**config.mk**
```make
export PLATFORM = sky130hd
export DESIGN_NAME = jt12_kon_wr
export DESIGN_NICKNAME = d
export VERILOG_FILES = /design/src/rtl/jt12_kon_wr.sv
export SDC_FILE = /design/constraint.sdc
export NUM_CORES = 1
export LEC_CHECK = 0
export ABC_AREA = 1
export CAP_MARGIN = 20
export CORE_ASPECT_RATIO = 0.75
export CORE_MARGIN = 2
export CORE_UTILIZATION = 30
export CTS_BUF_LIST = sky130_fd_sc_hd__clkbuf_8 sky130_fd_sc_hd__clkbuf_16
export DETAILED_ROUTE_END_ITERATION = 10
export SYNTH_ARGS = -nofsm -noshare
export SYNTH_HDL_FRONTEND = slang
export SYNTH_SLANG_ARGS = --single-unit
export TNS_END_PERCENT = 100
```
**constraint.sdc**
```tcl
create_clock -name clk -period 4.14 [get_ports clk]
set_input_delay 0.828 -clock clk [delete_from_list [all_inputs] [get_ports clk]]
set_output_delay 0.828 -clock clk [all_outputs]
set_load 0.02 [all_outputs]
```
**src/rtl/jt12_kon_wr.sv**
```systemverilog
// Queues CPU key-on writes (register 0x28) and presents them one at a time to jt12_kon.
// Optional build macro: JT12_KON_COALESCE_EN merges a write into the newest queued entry for the same channel.
module jt12_kon_wr #(
  parameter int DEPTH = 4
) (
  input  logic       clk,
  input  logic       rst,
  input  logic       clk_en,
  input  logic       cfg_wr,
  input  logic [7:0] cfg_addr,
  input  logic [7:0] cfg_din,
  input  logic       ovf_clr,
  input  logic [1:0] next_op,
  input  logic [2:0] next_ch,
  output logic       up_keyon,
  output logic [3:0] keyon_op,
  output logic [2:0] keyon_ch,
  output logic       busy,
  output logic       ovf,
  output logic       bad_ch
);

  localparam int AW = $clog2(DEPTH);

  typedef enum logic [1:0] {
    ST_IDLE = 2'd0,
    ST_WAIT = 2'd1,
    ST_GAP  = 2'd2
  } state_t;

  state_t        state;
  logic [6:0]    mem [DEPTH];
  logic [AW-1:0] wr_ptr;
  logic [AW-1:0] rd_ptr;
  logic [AW:0]   count;

  logic          accept;
  logic          ch_bad;
  logic          fifo_empty;
  logic          fifo_full;
  logic          pop;
  logic          push;
  logic          coalesce;
  logic          drop_full;
  logic          apply_hit;
  logic [AW-1:0] newest_ptr;
  logic          unused_din3;

  assign unused_din3 = cfg_din[3];

  assign accept     = clk_en && cfg_wr && (cfg_addr == 8'h28);
  assign ch_bad     = (cfg_din[1:0] == 2'b11);
  assign fifo_empty = (count == '0);
  assign fifo_full  = (count == (AW+1)'(DEPTH));
  assign pop        = clk_en && (state == ST_IDLE) && !fifo_empty;
  assign newest_ptr = wr_ptr - 1'b1;

`ifdef JT12_KON_COALESCE_EN
  // The newest entry is only mergeable if it is not the one leaving this cycle.
  logic newest_live;
  assign newest_live = pop ? (count > (AW+1)'(1)) : !fifo_empty;
  assign coalesce    = accept && !ch_bad && newest_live &&
                       (mem[newest_ptr][2:0] == cfg_din[2:0]);
`else
  assign coalesce    = 1'b0;
`endif

  assign push      = accept && !ch_bad && !coalesce && (!fifo_full || pop);
  assign drop_full = accept && !ch_bad && !coalesce && fifo_full && !pop;

  // The strobe cycle itself is excluded: up_keyon is high only in the first WAIT cycle.
  assign apply_hit = (state == ST_WAIT) && !up_keyon &&
                     (next_ch == keyon_ch) && (next_op == 2'd3);

  assign busy = !fifo_empty || (state != ST_IDLE);

  always_ff @(posedge clk) begin
    if (rst) begin
      wr_ptr <= '0;
      rd_ptr <= '0;
      count  <= '0;
    end else begin
      if (push) wr_ptr <= wr_ptr + 1'b1;
      if (pop)  rd_ptr <= rd_ptr + 1'b1;
      case ({push, pop})
        2'b10:   count <= count + 1'b1;
        2'b01:   count <= count - 1'b1;
        default: count <= count;
      endcase
    end
  end

  always_ff @(posedge clk) begin
    if (push)          mem[wr_ptr] <= {cfg_din[7:4], cfg_din[2:0]};
    else if (coalesce) mem[newest_ptr][6:3] <= cfg_din[7:4];
  end

  always_ff @(posedge clk) begin
    if (rst) begin
      state    <= ST_IDLE;
      up_keyon <= 1'b0;
      keyon_op <= 4'd0;
      keyon_ch <= 3'd0;
    end else if (clk_en) begin
      up_keyon <= 1'b0;
      case (state)
        ST_IDLE: begin
          if (!fifo_empty) begin
            up_keyon             <= 1'b1;
            {keyon_op, keyon_ch} <= mem[rd_ptr];
            state                <= ST_WAIT;
          end
        end
        ST_WAIT: if (apply_hit) state <= ST_GAP;
        ST_GAP:  state <= ST_IDLE;
        default: state <= ST_IDLE;
      endcase
    end
  end

  // A set condition in the same cycle as ovf_clr keeps the flag set.
  always_ff @(posedge clk) begin
    if (rst) begin
      ovf    <= 1'b0;
      bad_ch <= 1'b0;
    end else if (clk_en) begin
      if (drop_full)            ovf <= 1'b1;
      else if (ovf_clr)         ovf <= 1'b0;
      if (accept && ch_bad)     bad_ch <= 1'b1;
      else if (ovf_clr)         bad_ch <= 1'b0;
    end
  end

endmodule

```
; ---- Word level (Yosys, flattened, before mapping)
; Memories as Yosys holds them, arrays and structs flattened. A register that Yosys moved wholly into a read port is not among the register bits.
; Index checks and enable logic that the tools add are counted.
[classes]
add_sub_neg = 4
mul = 0
div_mod_pow = 0
n_lt_le_gt_ge = 0
eq_ne = 10
shifts = 0
n_mux = 11
n_bitwise = 1
reduce_logical = 29
[ops]
columns = operator, count
row1 = $logic_and 1x1->1, 12
row2 = $eq 8x6->1 const B, 1
row3 = $reduce_bool 2->1, 4
row4 = $mux 1, 7
row5 = $eq 2x2->1 const B, 3
row6 = $pmux 3 s2, 1
row7 = $reduce_and 3->1, 2
row8 = $logic_not 1->1, 5
row9 = $add 2x1->2 const B, 2
row10 = $eq 2x1->1 const B, 2
row11 = $mux 2, 2
row12 = $ne 2x2->1 const B, 2
row13 = $pmux 2 s2, 1
row14 = $reduce_and 2->1, 2
row15 = $add 3x1->3 const B, 1
row16 = $eq 3x3->1, 1
row17 = $eq 3x3->1 const B, 1
row18 = $logic_not 3->1, 1
row19 = $sub 3x1->3 const B, 1
row20 = $logic_not 2->1, 1
row21 = $logic_or 1x1->1, 2
row22 = $not 1->1, 1
[totals]
reg_bits = 12
latch_bits = 0
ramBits = 28
romBits = 0
inputBits = 26
out_inout_bits = 11
wordCells = 63
memories = 1
[mem_list]
columns = memory, depth, width, rd, rd_ports_with_merged_regs, write_ports, line
row1 = mem, 4, 7, 1, 1, 1, 32  ; logic [6:0] mem [DEPTH];

; ---- Longest topological paths before layout
[depth]
depth_word = 7
depth_mapped = 12

; ---- Least setup slack after synthesis
; No wires, ideal clock.
[synth_path]
path_type = input port to flip-flop
startpoint = input clk_en
endpoint = register count[2]
setup_ps = 122
arrival_ps = 2129
slack_ps = 1889
cell_stages = 10
n_path_buf = 1
cell_sequence = nand2_2 > nor2_2 > buf_6 > ha_1 > inv_1 > fa_1 > a21oi_1 > o21ai_0 > o21ai_0 > a21oi_1
[synth_between]
elab_chain_len = 6
elab_cells_between_ends = 11
cone_classes = eq/ne: 2 / mux: 1 / reduce/logical: 8
[synth_lines]
columns = item, line
row1 = from (decl), 8  ; input logic clk_en,
row2 = $logic_and 1x1->1 * (2 in series), 55  ; assign pop = clk_en && (state == ST_IDLE) && !fifo_empty;
row3 = net pop, 41  ; logic pop;
row4 = $logic_or 1x1->1, 68  ; assign push = accept && !ch_bad && !coalesce && (!fifo_full || pop);
row5 = $logic_and 1x1->1, 68
row6 = $eq 2x1->1 / $eq 2x2->1 (equally long branches), 85  ; case ({push, pop})
row7 = $pmux 3 s2 / $reduce_bool 2->1 (equally long branches), n/a
row8 = to (signal assigned), 86  ; 2'b10: count <= count + 1'b1;
row9 = to (signal assigned), 87  ; 2'b01: count <= count - 1'b1;
row10 = to (signal assigned), 88  ; default: count <= count;
row11 = to (decl), 35  ; logic [AW:0] count;
; The timed path passes the listed nets; every way through them passes the cells marked *.
; A chain may end at the register's enable or synchronous reset.

; ---- Worst setup path in the final report
[layout_path]
startpoint = input clk_en
endpoint = register count[2]
[layout_between]
elab_chain_len = 6
elab_cells_between_ends = 11
cone_classes = eq/ne: 2 / mux: 1 / reduce/logical: 8
[layout_lines]
columns = item, line
row1 = $logic_and 1x1->1 (on tied branches) (2 in series), "51, 55"
row2 = $logic_and 1x1->1 / $logic_or 1x1->1 (equally long branches), 68
row3 = $logic_and 1x1->1, 68
row4 = $eq 2x1->1 / $eq 2x2->1 (equally long branches), 85
row5 = $pmux 3 s2 / $reduce_bool 2->1 (equally long branches), n/a
; Parallel ways exist; a longest one is shown, timed or not.

==> results_dict.tcl <==
set metrics [dict create \
    grt_pass1_wl_mm 6.64 \
    synth_compound_area_share_pct 11.6 \
    synth_seq_cells 47 \
    p_int_mw 0.766 \
    p_sw_mw 0.262 \
    postRouteAntennaNets 0 \
    crit_type "in -> reg" \
    cp.required_ps 4340 \
    maxSlewHeadroom_pct 52.8 \
    ios 37 \
    vias_per_cell 4.49 \
    root_buffer "clkbuf_8" \
    drtPass1Iterations 6 \
    grt_max_degree 17 \
    fin_skew_ps 6.08 \
    die-area_mm2 0.00761 \
    core_mm2 0.00677 \
    post_drt_wl_per_cell_um 12.4 \
    status "finished, final reports clean" \
    cellPowerDensity_mw_per_mm2 394 \
    hpwl_mm 2.80 \
    die_w_um 100 \
    synthAdderAreaFrac_pct 3.98 \
    wl_met2_mm 1.71 \
    drt-total-wl_mm 4.09 \
    clk_latency_ps 310 \
    synthMuxAreaShare_pct 0 \
    die_h_um 76.0 \
    cts_hold_buf 0 \
    synthTopCellsByArea "edfxtp_1, dfxtp_1, nor2_1" \
    cts_buffers 5 \
    fin_util_pct 38.5 \
    start_util_pct 30.7 \
    switching_share_pct 25.5 \
    multiInputGateArea_um2 727 \
    synth-seq-area-share_pct 58.8 \
    cts.htree.levels 2 \
    rows 26 \
    syn_nets 239 \
    top_layer "met4" \
    grt_use_total_pct 11.3 \
    rsz0062_at_grt "false" \
    antenna_found_initial 0 \
    comb_power_share_pct 16.3 \
    syn_area_per_cell_um2 10.0 \
    path_max_fanout 11 \
    drc 0 \
    synthSimpleGateAreaFrac_pct 18.1 \
    fin_crit_ps 2740 \
    synth_top_family_by_area "simple AND/OR/NAND/NOR gates" \
    clock_sinks 47 \
    path_clk_slew_ps 90 \
    drv_slew 0 \
    syn_area_mm2 0.00208 \
    cts_resized 0 \
    ir_drop_v 0.000131 \
    ys_types 28 \
    seqPwrFrac_pct 51.5 \
    synth_cells 207 \
    tightest_slew_ps 705 \
    io_buffer_count 35 \
    cts_tree "done" \
    final_nets 278 \
    mostFrequentLayoutCells "nor2_1, clkdlybuf4s50_1, edfxtp_1, nand2_1" \
    yosys.area.top_type "edfxtp_1" \
    cts_buffer_depth 2 \
    fmax_mhz 365 \
    synth-xor-area-share_pct 1.27 \
    hp-class "reg -> reg" \
    dr_wl_met3_um 205 \
    arrival_ps 2940 \
    synth_top_area_share_pct 40.5 \
    mostFrequentLayoutCell "nor2_1" \
    power.total_mw 1.03 \
    regArea_mm2 0.00122 \
    vias 1485 \
    min_period_over_period_pct 66.1 \
    tns_ps 0 \
    setup_violations 0 \
    overflow 0 \
    drive_above_1_share_pct 10.1 \
    place_congestion 0.748 \
    yosys_warnings 0 \
    syn2layout_area_growth_pct 25.6 \
    hold_violations 0 \
    cts_setup_buffers 0 \
    power_frac_clock_pct 32.2 \
    crit_path_start_kind "input port" \
    leakage_nw 0.996 \
    antenna_cells 0 \
    grt_pass1_vias 1378 \
    met1Wirelength_mm 2.09 \
    fillCellCount 702 \
    drv_cap 0 \
    drt-initial-drc-count 61 \
    endpoint_kind "register" \
]
[metrics by stage]
| step | instances | hold WS [ps] | setup slack [ps] | area [µm²] |
|---|---|---|---|---|
| 2_1_floorplan | 207 | 455 | 1890 | 2080 |
| 3_3_place_gp | 323 | 464 | 1140 | 2500 |
| 3_5_place_dp | 323 | 473 | 1090 | 2500 |
| 4_1_cts | 331 | 488 | 1420 | 2610 |
| 5_1_grt | 331 | 528 | 1190 | 2610 |
| 6_report | 331 | 488 | 1400 | 2610 |
[final timing paths]
path / start / end / slack [ps] / cells after the start
worst max-delay path: clk_en / count[2] / 1400 / 11
worst min register to register: bad_ch / bad_ch / 490 / 2
worst min-delay path: bad_ch / bad_ch / 490 / 2
worst max register to register: state[0] / count[2] / 2080 / 11
[flip-flops by register name, indices dropped and copies added, names as in the netlist]
| name | cells |
|---|---|
| state | 2 |
| keyon_ch | 3 |
| wr_ptr | 2 |
| up_keyon | 1 |
| bad_ch | 1 |
| mem | 28 |
| rd_ptr | 2 |
| ovf | 1 |
| count | 3 |
| keyon_op | 4 |
[cells by family after synthesis]
| family | after synthesis |
|---|---|
| simple gates | 79 |
| flops | 47 |
| compound gates | 45 |
| buf+inv | 27 |
| fa+ha+maj | 6 |
| xor+xnor | 3 |
[area by class of cell]
type                    count  area share (%)
clock buffers               5            2.64
clock inverters             3            1.49
inverters                  23            3.41
multi-input cells         133            27.9
flip-flops and latches     47            46.8
well taps                  84            4.03
repair buffers             36            13.7
[worst max-delay path, stage by stage]
cell	delay, ps
clkdlybuf4s50_1	590
nand2_2	130
nor2_2	110
buf_4	190
ha_1	160
inv_1	60
fa_1	380
a21oi_1	150
o21ai_0	120
o21ai_0	170
a21oi_1	50
[routing by layer]
metal  track usage, %  vias to the layer above
met5                0                        -
met4             4.93                        0
met3             3.03                        8
met2             15.9                       38
met1             16.2                      674
li1                 -                      765
[cell usage after synthesis]
master	number
inv_4	1
a21oi_1	9
inv_1	19
xnor2_1	3
fa_1	1
a21oi_2	2
inv_2	3
nand3_1	4
nand3_2	1
nand2_4	1
ha_1	5
nand3b_4	1
buf_8	1
nor2_1	44
o21ai_0	19
buf_4	1
buf_2	1
nor2_8	1
buf_6	1
nand2_2	3
dfxtp_1	19
nand2_1	20
edfxtp_1	28
nor2_4	1
o21ai_1	8
o22ai_1	7
nor2_2	2
nor3b_2	1
[power groups by stage]
stage	clock (mW)	sequential, mW	combinational (mW)
4_1_cts	0.341	0.529	0.170
6_report	0.331	0.529	0.168
2_1_floorplan	0	0.547	0.0906
5_1_grt	0.355	0.532	0.188
3_5_place_dp	0	0.540	0.169
3_3_place_gp	0	0.539	0.167
No activity file was read; power rests on OpenSTA's default activity.
